[src/rtl/uart_tx.sv]
// uart_tx: UART transmitter, 8N1 frames (8E1 when UART_TX_PARITY_EN is defined), LSB first.
// A one-byte holding register lets the next byte queue during the current frame, so
// back-to-back frames go out with no idle gap.
//
// Optional feature macro: UART_TX_PARITY_EN adds an even-parity bit between data bit 7
// and the stop bit.
//
// Ports:
//   clk       system clock
//   rst_n     asynchronous reset, active low
//   tx_data   byte to send, sampled only on an accept cycle
//   tx_valid  tx_data is valid
//   tx_ready  holding register empty; accept on rising edge with tx_valid && tx_ready
//   tx        UART line, idle high
//   tx_busy   a frame is on the line
//   tx_done   one-cycle pulse at the end of each stop bit
module uart_tx #(
  parameter int unsigned CLK_FREQ  = 100_000_000,
  parameter int unsigned BAUD_RATE = 115200
) (
  input  logic       clk,
  input  logic       rst_n,
  input  logic [7:0] tx_data,
  input  logic       tx_valid,
  output logic       tx_ready,
  output logic       tx,
  output logic       tx_busy,
  output logic       tx_done
);

  localparam int unsigned BAUD_DIV = CLK_FREQ / BAUD_RATE;
  localparam logic [15:0] BaudLast = 16'(BAUD_DIV - 1);

  typedef enum logic [2:0] {
    StIdle,
    StStart,
    StData,
`ifdef UART_TX_PARITY_EN
    StParity,
`endif
    StStop
  } state_e;

  state_e      state_q, state_d;
  logic [15:0] baud_cnt_q, baud_cnt_d;
  logic [2:0]  bit_idx_q, bit_idx_d;
  logic [7:0]  shift_q, shift_d;
  logic [7:0]  hold_q, hold_d;
  logic        hold_full_q, hold_full_d;
  logic        tx_q, tx_d;
  logic        done_q, done_d;
`ifdef UART_TX_PARITY_EN
  logic        parity_q, parity_d;
`endif

  logic bit_end;
  logic load;

  assign bit_end  = (baud_cnt_q == BaudLast);
  assign tx_ready = ~hold_full_q;
  assign tx       = tx_q;
  assign tx_busy  = (state_q != StIdle);
  assign tx_done  = done_q;

  always_comb begin
    state_d     = state_q;
    baud_cnt_d  = bit_end ? 16'd0 : baud_cnt_q + 16'd1;
    bit_idx_d   = bit_idx_q;
    shift_d     = shift_q;
    hold_d      = hold_q;
    hold_full_d = hold_full_q;
    tx_d        = tx_q;
    done_d      = 1'b0;
    load        = 1'b0;
`ifdef UART_TX_PARITY_EN
    parity_d    = parity_q;
`endif

    // Accept and drain are mutually exclusive: accept needs the register empty.
    if (tx_valid && !hold_full_q) begin
      hold_d      = tx_data;
      hold_full_d = 1'b1;
    end

    unique case (state_q)
      StIdle: begin
        baud_cnt_d = 16'd0;
        tx_d       = 1'b1;
        load       = hold_full_q;
      end
      StStart: begin
        if (bit_end) begin
          tx_d      = shift_q[0];
          bit_idx_d = 3'd0;
          state_d   = StData;
        end
      end
      StData: begin
        if (bit_end) begin
          if (bit_idx_q == 3'd7) begin
`ifdef UART_TX_PARITY_EN
            tx_d    = parity_q;
            state_d = StParity;
`else
            tx_d    = 1'b1;
            state_d = StStop;
`endif
          end else begin
            shift_d   = {1'b0, shift_q[7:1]};
            tx_d      = shift_q[1];
            bit_idx_d = bit_idx_q + 3'd1;
          end
        end
      end
`ifdef UART_TX_PARITY_EN
      StParity: begin
        if (bit_end) begin
          tx_d    = 1'b1;
          state_d = StStop;
        end
      end
`endif
      StStop: begin
        if (bit_end) begin
          done_d = 1'b1;
          if (hold_full_q) begin
            load = 1'b1;
          end else begin
            tx_d    = 1'b1;
            state_d = StIdle;
          end
        end
      end
      default: state_d = StIdle;
    endcase

    // Drain the holding register into the shifter and open a start bit.
    if (load) begin
      shift_d     = hold_q;
      hold_full_d = 1'b0;
      tx_d        = 1'b0;
      baud_cnt_d  = 16'd0;
      state_d     = StStart;
`ifdef UART_TX_PARITY_EN
      parity_d    = ^hold_q;
`endif
    end
  end

  always_ff @(posedge clk or negedge rst_n) begin
    if (!rst_n) begin
      state_q     <= StIdle;
      baud_cnt_q  <= 16'd0;
      bit_idx_q   <= 3'd0;
      shift_q     <= 8'd0;
      hold_q      <= 8'd0;
      hold_full_q <= 1'b0;
      tx_q        <= 1'b1;
      done_q      <= 1'b0;
`ifdef UART_TX_PARITY_EN
      parity_q    <= 1'b0;
`endif
    end else begin
      state_q     <= state_d;
      baud_cnt_q  <= baud_cnt_d;
      bit_idx_q   <= bit_idx_d;
      shift_q     <= shift_d;
      hold_q      <= hold_d;
      hold_full_q <= hold_full_d;
      tx_q        <= tx_d;
      done_q      <= done_d;
`ifdef UART_TX_PARITY_EN
      parity_q    <= parity_d;
`endif
    end
  end

endmodule

[config.mk]
export PLATFORM = sky130hd
export DESIGN_NAME = uart_tx
export DESIGN_NICKNAME = d
export VERILOG_FILES = /design/src/rtl/uart_tx.sv
export SDC_FILE = /design/constraint.sdc
export NUM_CORES = 1
export LEC_CHECK = 0
export ABC_CLOCK_PERIOD_IN_PS = 4730
export BUFFER_PORTS_ARGS = -buffer_cell sky130_fd_sc_hd__buf_2
export CELL_PAD_IN_SITES_DETAIL_PLACEMENT = 0
export CELL_PAD_IN_SITES_GLOBAL_PLACEMENT = 1
export CORE_ASPECT_RATIO = 1.1
export CORE_UTILIZATION = 40
export DETAILED_ROUTE_END_ITERATION = 10
export PLACE_DENSITY = 0.8
export SLEW_MARGIN = 5
export SYNTH_ARGS = -nofsm -noshare
export SYNTH_HDL_FRONTEND = slang
export SYNTH_SLANG_ARGS = --single-unit
export TNS_END_PERCENT = 10
[constraint.sdc]
create_clock -name clk -period 4.73 [get_ports clk]
set_input_delay 0.2365 -clock clk [delete_from_list [all_inputs] [get_ports clk]]
set_output_delay 0.2365 -clock clk [all_outputs]
set_load 0.01 [all_outputs]
==> flow_summary.yaml <==
status:
  status: "finished clean"
route:
  ant_nets: 0
  vias: 1359
  drt_iter0_drc: 87
  wl_per_cell_um: 14.0
  wl_um: 3580
  viasPerCell: 5.33
  first_pass_iters: 4
  route.detailed.drc: 0
clocking:
  post_cts_buffers: 0
  numCtsBuffers: 5
  cts_root_buf: "clkbuf_8"
  cts_resized: 0
  clockBufferDepth: 2
  cts_sinks: 40
  htreeDepth: 2
  cts_tree: "built"
  cts.clk_slew.worst_paths_ns: 0.09
  clk_latency_ns: 0.30
  ctsHoldBuffers: 0
yosys:
  ys_warn_count: 0
  synth_top_area_share_pct: 47.1
  yosys-top-cells-count: "dfrtp_1, mux2_2, nor2_1"
  ys.flop_type: "dfrtp_1"
  synth_nets: 200
  async_reset_ff_share_pct: 100
  seq_area_frac_synth_pct: 48.4
  avgSynthCellArea_sq_um: 11.4
  yosysTopAreaCell: "dfrtp_1"
  synth_enable_flop_cells: 0
  netlist_area_sq_um: 2070
  synth_cell_types: 35
  ys_seq_elements: 40
  yosys.cell_count.top_type: "dfrtp_1"
  netlist_top_cells_area: "dfrtp_1, mux2_2, mux2_4"
  netlist_instances: 182
sta:
  period_share_pct: 52.1
  fin_skew_ns: 0.0109
  fmax_mhz: 406
  tightest_slew_ns: 0.874
  final.setup.tns_ns: 0
  maxSlewViolCount: 0
  hold_viol: 0
  setup_violations: 0
  slew_headroom_pct: 41.7
  final.min_clock_period_ns: 2.46
  rsz0062_at_grt: "false"
finish:
  instances_no_fill: 255
  num-nets-final: 214
  area_growth_pct: 10.4
  final_util_pct: 45.7
  drive_above_1_share_pct: 26.4
  n_antenna_cell: 0
pwr:
  switching_power_uw: 444
  power.leakage_uw: 0.00104
  irDropWorstVdd_mv: 0.209
  switching_share_pct: 33.8
  p_per_area_nw_per_um2: 574
  internal-power_uw: 869
  pwr-share-seq_pct: 39.7
  comb_power_share_pct: 37.4
  p_clk_share_pct: 22.9
die:
  num_rows: 27
  pin_count: 15
  die_x_um: 70.6
  die_area_sq_um: 5470
  start_util_pct: 41.4
  fp.coreArea_sq_um: 5000
  die_height_um: 77.5
global_routing:
  grt_pass1_wl_um: 6310
  grt_max_degree: 41
  busiest_layer: "met2"
  grtUsageMet2_pct: 23.2
  grt_pass1_vias: 1355
  grt_util_met3_pct: 4.42
  grt_usage_pct: 14.8
  gr-usage-met1_pct: 19.4
  antenna_found_initial: 0
  grt_overflow: 0
setup_path:
  r2r_start: "baud_cnt_q[0]"
  startpoint_type: "flip-flop"
  reg2reg_slack_ns: 2.27
  r2r_end: "shift_q[4]"
  critPathRequiredTime_ns: 4.92
  r2r_cells: 6
  worstSetupPathType: "reg2reg"
  crit_path_end_kind: "flip-flop"
  arrival_ns: 2.65
  worstPathMaxFanout: 11
placed_design:
  gp_congestion: 0.758
  port_buffers: 14
  dp_hpwl_um: 2390
  dpl.cell_count: 247
hold_path:
  hold_path.class: "in2async"
job:
  maxCapViolCount: 0
[state kept, by name (all words and copies together), names as in the netlist]
register     cells
tx_done          1
baud_cnt_q      16
bit_idx_q        3
state_q          2
hold_full_q      1
shift_q          8
tx               1
hold_q           8
[logic make-up after synthesis]
group | Yosys count | synth area share [%]
mux | 26 | 15.3
fa+ha+maj | 7 | 4.23
flops | 40 | 48.4
simple gates | 58 | 15.3
buf+inv | 17 | 4.17
xor+xnor | 12 | 5.07
compound gates | 22 | 7.61
[power groups by stage]
stage | registers (uW) | clock network, uW | logic [uW]
2_1_floorplan | 508 | 0 | 408
3_3_place_gp | 525 | 0 | 487
3_5_place_dp | 530 | 0 | 495
4_1_cts | 523 | 308 | 496
5_1_grt | 536 | 322 | 552
6_report | 521 | 301 | 490
[layer usage]
metal  wire (um)  up-vias
li1            -      663
met1        1730      673
met2        1680       18
met3         112        5
met5           0        -
met4          53        0
[how the worst max path moves through the flow]
stage | to | start
finish | shift_q[4] | baud_cnt_q[0]
floorplan | shift_q[0] | baud_cnt_q[0]
global route | shift_q[6] | baud_cnt_q[0]
CTS | shift_q[4] | baud_cnt_q[0]
detailed placement | shift_q[6] | baud_cnt_q[0]
global placement | shift_q[4] | baud_cnt_q[0]
[critical path: stages, from the launching register on]
cell and delay (ns):
dfrtp_1 0.42, ha_1 0.37, nor4b_4 0.24, and4b_1 0.45, and2_4 0.32, mux2_4 0.31, mux2_2 0.25
[stage by stage]
stage	hold slack (ns)	total power [uW]	setup slack, ns	area [sq um]
4_1_cts	0.0800	1330	2.27	2290
5_1_grt	0.134	1410	2.18	2290
3_3_place_gp	0.406	1010	2.35	2170
3_5_place_dp	0.413	1020	2.26	2170
6_report	0.0414	1310	2.27	2290
2_1_floorplan	-0.0591	916	2.62	2070
[layout make-up]
cell class | count | area [sq um]
Clock buffer | 6 | 82.6
Clock inverter | 2 | 38.8
Fill cell | 486 | 2710
Inverter | 10 | 37.5
Multi-Input combinational cell | 125 | 983
Sequential cell | 40 | 1000
Tap cell | 58 | 72.6
Timing Repair Buffer | 14 | 70.1
[cell usage in the layout (no fill, tap or decap), drive strengths merged, types with 2 or more instances in the layout]
| cell | count |
|---|---|
| inv | 10 |
| nor4 | 2 |
| xnor2 | 5 |
| nand2 | 9 |
| mux2 | 24 |
| a22o | 5 |
| o21ai | 5 |
| a21oi | 5 |
| nor2b | 3 |
| dfrtp | 39 |
| mux2i | 2 |
| or3 | 2 |
| nand3 | 6 |
| a32oi | 2 |
| nor2 | 17 |
| nor3 | 4 |
| clkbuf | 6 |
| xor2 | 7 |
| ha | 7 |
| and2 | 5 |
| buf | 14 |
| o2111ai | 2 |
| and3 | 4 |
| nand4 | 3 |
(Power assumes the default switching activity.)
